## src/rtl/mpu_pkg.sv

```systemverilog
// Shared definitions for the int8 matrix unit: feeder state encoding and
// the default geometry used by the buffers, the feeder and the array.
package mpu_pkg;

  typedef enum logic {
    IDLE = 1'b0,
    RUN  = 1'b1
  } feeder_state_t;

  localparam int MPU_LANES = 8;
  localparam int MPU_DSIZE = 8;
  localparam int MPU_LSIZE = 8;

endpackage

```

## src/rtl/skew_lane_mask.sv

```systemverilog
// Diagonal lane-activity mask: lane i is live for len cycles starting at cyc==i.
// Bounds are formed at CW bits so i+len never wraps.
module skew_lane_mask #(
  parameter int LANES = 8,
  parameter int LSIZE = 8,
  parameter int CW    = LSIZE + 4
) (
  input  logic             run_i,
  input  logic [CW-1:0]    cyc_i,
  input  logic [LSIZE-1:0] len_i,
  output logic [LANES-1:0] active_o
);

  logic [CW-1:0] lane_lo;
  logic [CW-1:0] lane_hi;

  // Per-lane window test [i, i+len) on the shared wavefront counter.
  always_comb begin
    active_o = '0;
    lane_lo  = '0;
    lane_hi  = '0;
    for (int i = 0; i < LANES; i++) begin
      lane_lo     = CW'(i);
      lane_hi     = CW'(i) + CW'(len_i);
      active_o[i] = run_i && (cyc_i >= lane_lo) && (cyc_i < lane_hi);
    end
  end

endmodule

```

## src/rtl/skew_feeder.sv

```systemverilog
// Read-side skew controller: pops the per-row buffers on a diagonal and
// presents registered, aligned operand wavefronts to the array edge. Any
// empty active lane freezes the whole wavefront so skew is never disturbed.
//
// state | meaning
// IDLE  | waiting for start; len==0 requests complete immediately
// RUN   | draining lanes; cyc advances only on unstalled cycles
module skew_feeder
  import mpu_pkg::*;
#(
  parameter int LANES = MPU_LANES,
  parameter int DSIZE = MPU_DSIZE,
  parameter int LSIZE = MPU_LSIZE
) (
  input  logic                   clk,
  input  logic                   rst,
  input  logic                   start,
  input  logic [LSIZE-1:0]       len,
  output logic                   busy,
  output logic                   done,
  input  logic [LANES-1:0]       fifo_empty,
  input  logic [LANES*DSIZE-1:0] fifo_dout,
  output logic [LANES-1:0]       fifo_ren,
  output logic [LANES*DSIZE-1:0] arr_data,
  output logic [LANES-1:0]       arr_lane_valid,
  output logic                   arr_en
);

  // Counter spans len+LANES-2, so leave headroom for the lane offset.
  localparam int CW = LSIZE + $clog2(LANES) + 1;

  feeder_state_t          state_q;
  logic [CW-1:0]          cyc_q;
  logic [CW-1:0]          cyc_d;
  logic [LSIZE-1:0]       len_q;
  logic                   busy_q;
  logic                   done_q;
  logic                   arr_en_q;
  logic [LANES-1:0]       arr_valid_q;
  logic [LANES*DSIZE-1:0] arr_data_q;
  logic [LANES*DSIZE-1:0] arr_data_d;

  logic                   run;
  logic [LANES-1:0]       active;
  logic                   stall;
  logic                   last;

  assign run = (state_q == RUN);

  skew_lane_mask #(
    .LANES (LANES),
    .LSIZE (LSIZE),
    .CW    (CW)
  ) u_mask (
    .run_i    (run),
    .cyc_i    (cyc_q),
    .len_i    (len_q),
    .active_o (active)
  );

  // Pop strobes: all active lanes move together, none while reset is held.
  always_comb begin
    stall    = |(active & fifo_empty);
    fifo_ren = rst ? (active & ~{LANES{stall}}) : '0;
    cyc_d    = cyc_q + CW'(1);
    last     = run && !stall && (cyc_q == CW'(len_q) + CW'(LANES - 2));
  end

  // Operand capture: popped lanes forward their head word, idle lanes send zero.
  always_comb begin
    arr_data_d = '0;
    for (int i = 0; i < LANES; i++) begin
      arr_data_d[i*DSIZE +: DSIZE] = fifo_ren[i] ? fifo_dout[i*DSIZE +: DSIZE] : '0;
    end
  end

  // Sequencer, wavefront counter and registered array-side outputs.
  always_ff @(posedge clk) begin
    if (!rst) begin
      state_q     <= IDLE;
      cyc_q       <= '0;
      len_q       <= '0;
      busy_q      <= 1'b0;
      done_q      <= 1'b0;
      arr_en_q    <= 1'b0;
      arr_valid_q <= '0;
      arr_data_q  <= '0;
    end else begin
      done_q      <= 1'b0;
      arr_en_q    <= run && !stall;
      arr_valid_q <= fifo_ren;
      arr_data_q  <= arr_data_d;
      case (state_q)
        IDLE: begin
          if (start) begin
            if (len != '0) begin
              state_q <= RUN;
              busy_q  <= 1'b1;
              len_q   <= len;
              cyc_q   <= '0;
            end else begin
              done_q  <= 1'b1;
            end
          end
        end
        RUN: begin
          if (!stall) begin
            cyc_q <= cyc_d;
            if (last) begin
              state_q <= IDLE;
              busy_q  <= 1'b0;
              done_q  <= 1'b1;
            end
          end
        end
        default: state_q <= IDLE;
      endcase
    end
  end

  assign busy           = busy_q;
  assign done           = done_q;
  assign arr_en         = arr_en_q;
  assign arr_lane_valid = arr_valid_q;
  assign arr_data       = arr_data_q;

endmodule

```

## config.mk

```make
export PLATFORM = sky130hd
export DESIGN_NAME = skew_feeder
export DESIGN_NICKNAME = d
export VERILOG_FILES = /design/src/rtl/mpu_pkg.sv /design/src/rtl/skew_lane_mask.sv /design/src/rtl/skew_feeder.sv
export SDC_FILE = /design/constraint.sdc
export NUM_CORES = 1
export LEC_CHECK = 0
export BUFFER_PORTS_ARGS = -buffer_cell sky130_fd_sc_hd__buf_2
export CAP_MARGIN = 20
export CORE_UTILIZATION = 27
export CTS_CLUSTER_SIZE = 12
export DETAILED_ROUTE_END_ITERATION = 7
export RECOVER_POWER = 50
export SLEW_MARGIN = 20
export SYNTH_ARGS = -nofsm -noshare
export SYNTH_HDL_FRONTEND = slang
export SYNTH_SLANG_ARGS = --single-unit
```

## constraint.sdc

```tcl
create_clock -name clk -period 3.76 [get_ports clk]
set_input_delay 0.188 -clock clk [delete_from_list [all_inputs] [get_ports clk]]
set_output_delay 0.188 -clock clk [all_outputs]
set_load 0.05 [all_outputs]
```

=== Yosys cells after proc, flatten, opt, wreduce, memory -nomap -nowiden ===
Cells that the tools add are included.

* ROM bits: 0
* Bits in writable memories: 0
* Word-level logic and storage cells: 100
* Memories: 0
* Bits in registers: 96
* Latch bits: 0

* Eq/ne operators: 5
* $add $sub $neg: 8
* Reduce and logical (&&, ||, !) cells: 32
* Order comparisons: 16
* Multipliers: 0
* Muxes and demuxes: 20
* Bitwise logic cells: 4
* Div/mod/pow operators: 0
* Shift-type cells: 0

{| class="wikitable"
|+ Operator list
! kind !! count
|-
| $lt A12 B12 Y1 || 7
|-
| $ge A12 B3 Y1 const B || 4
|-
| $add A3 B8 Y9 const A || 4
|-
| $mux W12 || 3
|-
| $ge A12 B1 Y1 const B || 2
|-
| $ge A12 B2 Y1 const B || 2
|-
| $pmux W12 S2 || 1
|-
| $add A2 B8 Y9 const A || 2
|-
| $logic_and A1 B1 Y1 || 18
|-
| $and A8 B8 Y8 || 2
|-
| $reduce_and A2 Y1 || 8
|-
| $add A12 B1 Y12 const B || 1
|-
| $eq A12 B12 Y1 || 1
|-
| $lt A12 B8 Y1 || 1
|-
| $mux W1 || 12
|-
| $add A1 B8 Y9 const A || 1
|-
| $mux W8 || 1
|-
| $not A8 Y8 || 1
|-
| $reduce_bool A8 Y1 || 1
|-
| $reduce_or A8 Y1 || 1
|-
| $ne A2 B2 Y1 const B || 3
|-
| $pmux W1 S2 || 3
|-
| $reduce_and A3 Y1 || 2
|-
| $reduce_and A4 Y1 || 1
|-
| 3 further kinds || 3
|}

=== Logic depth before layout (Yosys ltp) ===
* Depth in word-level cells: 11
* Depth in mapped cells: 16
* Depth with buffers taken out: 15

=== By module ===
Synthesis repeated with hierarchy kept, for this count alone.

* Cells, all modules: 612
* Area, all modules: 5,470.2 um^2

{| class="wikitable"
|+ Modules (own cells, without submodules)
! module !! area each (um^2) !! cells each !! times used
|-
| skew_feeder || 3,358.2 || 333 || 1
|-
| skew_lane_mask || 2,112.0 || 279 || 1
|}

=== Least setup slack after synthesis ===
OpenSTA, ideal clock, no wires.

* Kind: reg-to-reg
* Start point: register len_q[2]
* End point: register arr_data_q[40], in the netlist arr_data[40]
* Period minus slack after synthesis: 3,623 ps
* Slack: 137 ps
* Arrival time: 3,561 ps
* Cell stages (with the launch flop): 15
* Setup time: 62 ps
* Buffers on the path: 1
* Cell sequence: dfxtp_1 -> clkbuf_1 -> inv_1 -> ha_1 -> a21boi_0 -> nor2_1 -> xnor2_1 -> ha_1 -> nand2_1 -> a211o_1 -> nand4_1 -> and4_4 -> nand3_4 -> nor4b_4 -> and2_1

* Longest elaborated chain between the ends: 9

{| class="wikitable"
|+ Ends and longest elaborated chain
! what !! RTL line !! source
|-
| from (decl) || skew_feeder.sv:35 || <nowiki>logic [LSIZE-1:0] len_q;</nowiki>
|-
| from (signal assigned) || skew_feeder.sv:99 || <nowiki>len_q <= len;</nowiki>
|-
| $add A1 B8 Y9 (tied with other cells) || skew_lane_mask.sv:24 || <nowiki>lane_hi = CW'(i) + CW'(len_i);</nowiki>
|-
| $lt A12 B12 Y1 || skew_lane_mask.sv:25 || <nowiki>active_o[i] = run_i && (cyc_i >= lane_lo) && (cyc_i < lane_hi);</nowiki>
|-
| $logic_and A1 B1 Y1 || skew_lane_mask.sv:25 ||
|-
| $and A8 B8 Y8 || skew_feeder.sv:63 || <nowiki>stall = |(active & fifo_empty);</nowiki>
|-
| $reduce_or A8 Y1 || skew_feeder.sv:63 ||
|-
| $not A8 Y8 || skew_feeder.sv:64 || <nowiki>fifo_ren = rst ? (active & ~{LANES{stall}}) : '0;</nowiki>
|-
| $and A8 B8 Y8 (*) || skew_feeder.sv:64 ||
|-
| $mux W8 (*) || skew_feeder.sv:64 ||
|-
| via fifo_ren[5] || skew_feeder.sv:23 || <nowiki>output logic [LANES-1:0] fifo_ren,</nowiki>
|-
| $reduce_and A2 Y1 (no line) (*) || n/a ||
|-
| to (signal assigned) || skew_feeder.sv:92 || <nowiki>arr_data_q <= arr_data_d;</nowiki>
|-
| to (decl) || skew_feeder.sv:40 || <nowiki>logic [LANES*DSIZE-1:0] arr_data_q;</nowiki>
|}

Mark *: on every way through the listed nets, which the timed path passes. The rest lies on a longest branch.
A chain may end at the register's enable or synchronous reset.

=== Worst setup path in the final report ===
* Start point: register len_q[0]
* End point: output port fifo_ren[4]

* Longest elaborated chain between the ends: 8

{| class="wikitable"
|+ Ends and longest elaborated chain
! what !! RTL line
|-
| $add A1 B8 Y9 (tied with other cells) || skew_lane_mask.sv:24
|-
| $lt A12 B12 Y1 || skew_lane_mask.sv:25
|-
| $logic_and A1 B1 Y1 || skew_lane_mask.sv:25
|-
| $and A8 B8 Y8 || skew_feeder.sv:63
|-
| $reduce_or A8 Y1 || skew_feeder.sv:63
|-
| $not A8 Y8 || skew_feeder.sv:64
|-
| $and A8 B8 Y8 (*) || skew_feeder.sv:64
|-
| $mux W8 (*) || skew_feeder.sv:64
|-
| to (decl) || skew_feeder.sv:23
|}

Every way passes the cells marked *; elsewhere a longest branch is shown, timed or not.

==> impl_metrics.toml <==
[floorplanning]
ios = 166
dieArea_sq_um = 20750
row_count = 51
core_sq_um = 19650
die_y_um = 144.1
start_util = 0.2772
die_w_um = 144.1

[pwr]
swShare = 0.2806
p_int_mw = 1.730
pwr-share-comb = 0.167
pwr-share-clk = 0.395
power.total_mw = 2.404
leakage_nw = 3.106
seqPwrFrac = 0.438
power.switching_uw = 674.8
power_density_nw_per_um2 = 330.3
peakVddDrop_mv = 0.2411

[detailed_routing]
wirelength_mm = 16.38
ant_nets = 0
wl_per_cell_um = 15.43
dr_total_vias = 4937
vias_per_cell = 4.653
post-route-drc-count = 0
dr.pass1.iters = 5
drt_iter0_markers = 194

[run_status]
outcome = "completed"

[logic_synthesis]
synth_xor_area_frac = 0.06269
syn_nets = 736
yosys.area_share.simple = 0.2700
synth_edf_count = 0
synth_adder_area_share = 0.1722
ys_seq_area_frac = 0.3527
synth_area_leaders = "dfxtp_1, ha_1, and2_1"
synth_most_common_cell = "dfxtp_1"
synth_top_area_frac = 0.3527
ys_types = 61
ys.flop_type = "dfxtp_1"
yosysWarningCount = 0
ys_seq_elements = 96
synth_compound_area_frac = 0.1040
synth_top_family_by_area = "simple AND/OR/NAND/NOR gates"
synthMuxAreaShare = 0.007577
synth_cells = 578
syn-cell-area_sq_um = 5449
ys_top_cells_by_count = "dfxtp_1, ha_1, and2_1"
synth_area_per_cell_sq_um = 9.427
synthArstFlopShare = 0
synth_top_area_cell = "dfxtp_1"

[timing]
slew_viol_final = 0
slew_headroom = 0.5219
tightestPinTransition_ps = 716.2
fin_crit_ps = 3605
tns_ps = 0
timing.final.crit_share = 0.9588
finClkSkew_ps = 10.45
setup_viol = 0
hold_viol_final = 0
max_freq_mhz = 277.4

[global_routing]
grt_max_degree = 19
antenna_found_initial = 0
grt_pass1_wl_mm = 24.56
grt.total_usage = 0.1555
grt_overflow_total = 0
grt_pass1_vias = 4561

[clock_tree]
holdBufCountCts = 0
clockBufferDepth = 2
htreeDepth = 3
clock-sinks = 96
path_clk_slew_ps = 70
insertion_delay_ps = 350
numCtsBuffers = 9
root_buffer = "clkbuf_16"
cts_tree = "built"

[final_layout]
instances_no_fill = 1061
fin_nets = 949
num-fill-cells = 2071
drive_gt1_frac = 0.2688
fin_area_sq_um = 7279
area_growth_pct = 33.59
num_antenna_cells = 0

[worst_setup_path]
end_kind = "primary output"
path_max_fanout = 7
critPathKind = "register to primary output"
required_ps = 3570
worst_setup_path_start_kind = "register"
arrival_ps = 3420

[placed_design]
io_buffers = 165
place_congestion = 0.9148
dp.final_hpwl_mm = 13.01
placed_cells = 1033
place_area_sq_um = 6825

[flow_run]
drv_cap = 0

[min_path]
hold_path.class = "input pin to register"
repair_timing:
item / CTS / global route
buffers inserted: 2 / 9
setup endpoints to repair: 8 / 8
resized for setup: 14 / 35
cloned: 1 / 0
pin swaps: 1 / 13
cells by family after synthesis:
family / Yosys count
flops: 96
fa+ha+maj: 75
xor+xnor: 39
simple gates: 241
compound gates: 85
mux: 4
buf+inv: 38
through the flow:
step	worst slack [ps]	hold WS, ps	util
5_1_grt	-17.56	21.15	0.3704
2_1_floorplan	136.5	309.7	-
3_3_place_gp	106.1	387.5	0.3473
4_1_cts	8.728	15.24	0.3661
6_report	154.8	31.00	0.3704
3_5_place_dp	80.38	389.1	0.3473
layout by cell type, fill, tap and decap left out, types with 3 or more instances in the layout:
cell type   synthesis  routed
xnor2_1            35      34
dfxtp_2             0       4
o21ai_0             9       8
a211oi_1            5       5
buf_6               2       3
inv_1              21      19
a21o_1              6       6
nand4_1            13      13
nand2_1            47      46
nor2_2              0       3
and3_1              6       6
ha_1               75      71
buf_2               0      83
xor2_1              4       4
nor3_4              8       8
dfxtp_1            96      90
a22oi_1             3       3
nor3_1             11      11
clkbuf_1           10      76
clkbuf_16           0       9
clkinvlp_4          0       3
buf_4               0      54
ha_4                0       3
a21oi_2             0       3
o211ai_1            6       6
mux2i_1             3       3
nor2_1             34      31
nand3_1            19      18
o22ai_1             4       4
nor2b_1             8       8
and2_1             66      66
a21oi_1            32      29
or4_4               3       3
and4_1              3       3
worst max-delay path, cell delays in order (launching register included):
cell and delay (ps):
dfxtp_1 340, buf_4 190, inv_1 80, ha_1 260
nor2_1 260, xnor2_1 110, ha_1 320, nand4_1 100
a211o_1 300, nand3_1 120, and4_4 290, nand3_4 170
nor3_4 310, buf_6 200
final timing paths:
check        slack [ps]           from            to  cells after the start
max                 150       len_q[0]   fifo_ren[4]                     13
min                  30  fifo_dout[47]  arr_data[47]                      2
max reg2reg         250       len_q[1]      cyc_q[6]                     16
min reg2reg         500       len_q[6]      len_q[6]                      2
state kept, by name (all words and copies together) (netlist names):
name	flops
arr_en	1
len_q	8
arr_data	64
arr_lane_valid	8
run	1
cyc_q	12
busy	1
done	1
per-layer routing:
metal	share of wire	vias up	wire length [um]	track usage
met1	0.45	2297	7328	0.1973
li1	-	2452	-	-
met4	0.016	0	263	0.04647
met3	0.063	19	1024	0.02947
met5	0	-	0	0
met2	0.47	169	7759	0.2649
area by class of cell:
type | instances | area (sq um) | area share
inverter | 23 | 90.09 | 0.01238
clock inverter | 7 | 85.08 | 0.01169
tap | 265 | 331.6 | 0.04555
timing repair buffer | 216 | 1140 | 0.1566
multi-input combinational | 445 | 3473 | 0.4771
sequential | 96 | 1934 | 0.2657
clock buffer | 9 | 225.2 | 0.03094
power groups by stage:
stage	Combinational [mW]	Sequential (mW)	Clock (mW)
after CTS	0.391	1.05	0.982
after detailed placement	0.381	1.07	0
after global routing	0.439	1.06	1.02
after floorplan	0.218	1.10	0
after global placement	0.379	1.07	0
final	0.401	1.05	0.950
No activity file was read; power rests on OpenSTA's default activity.
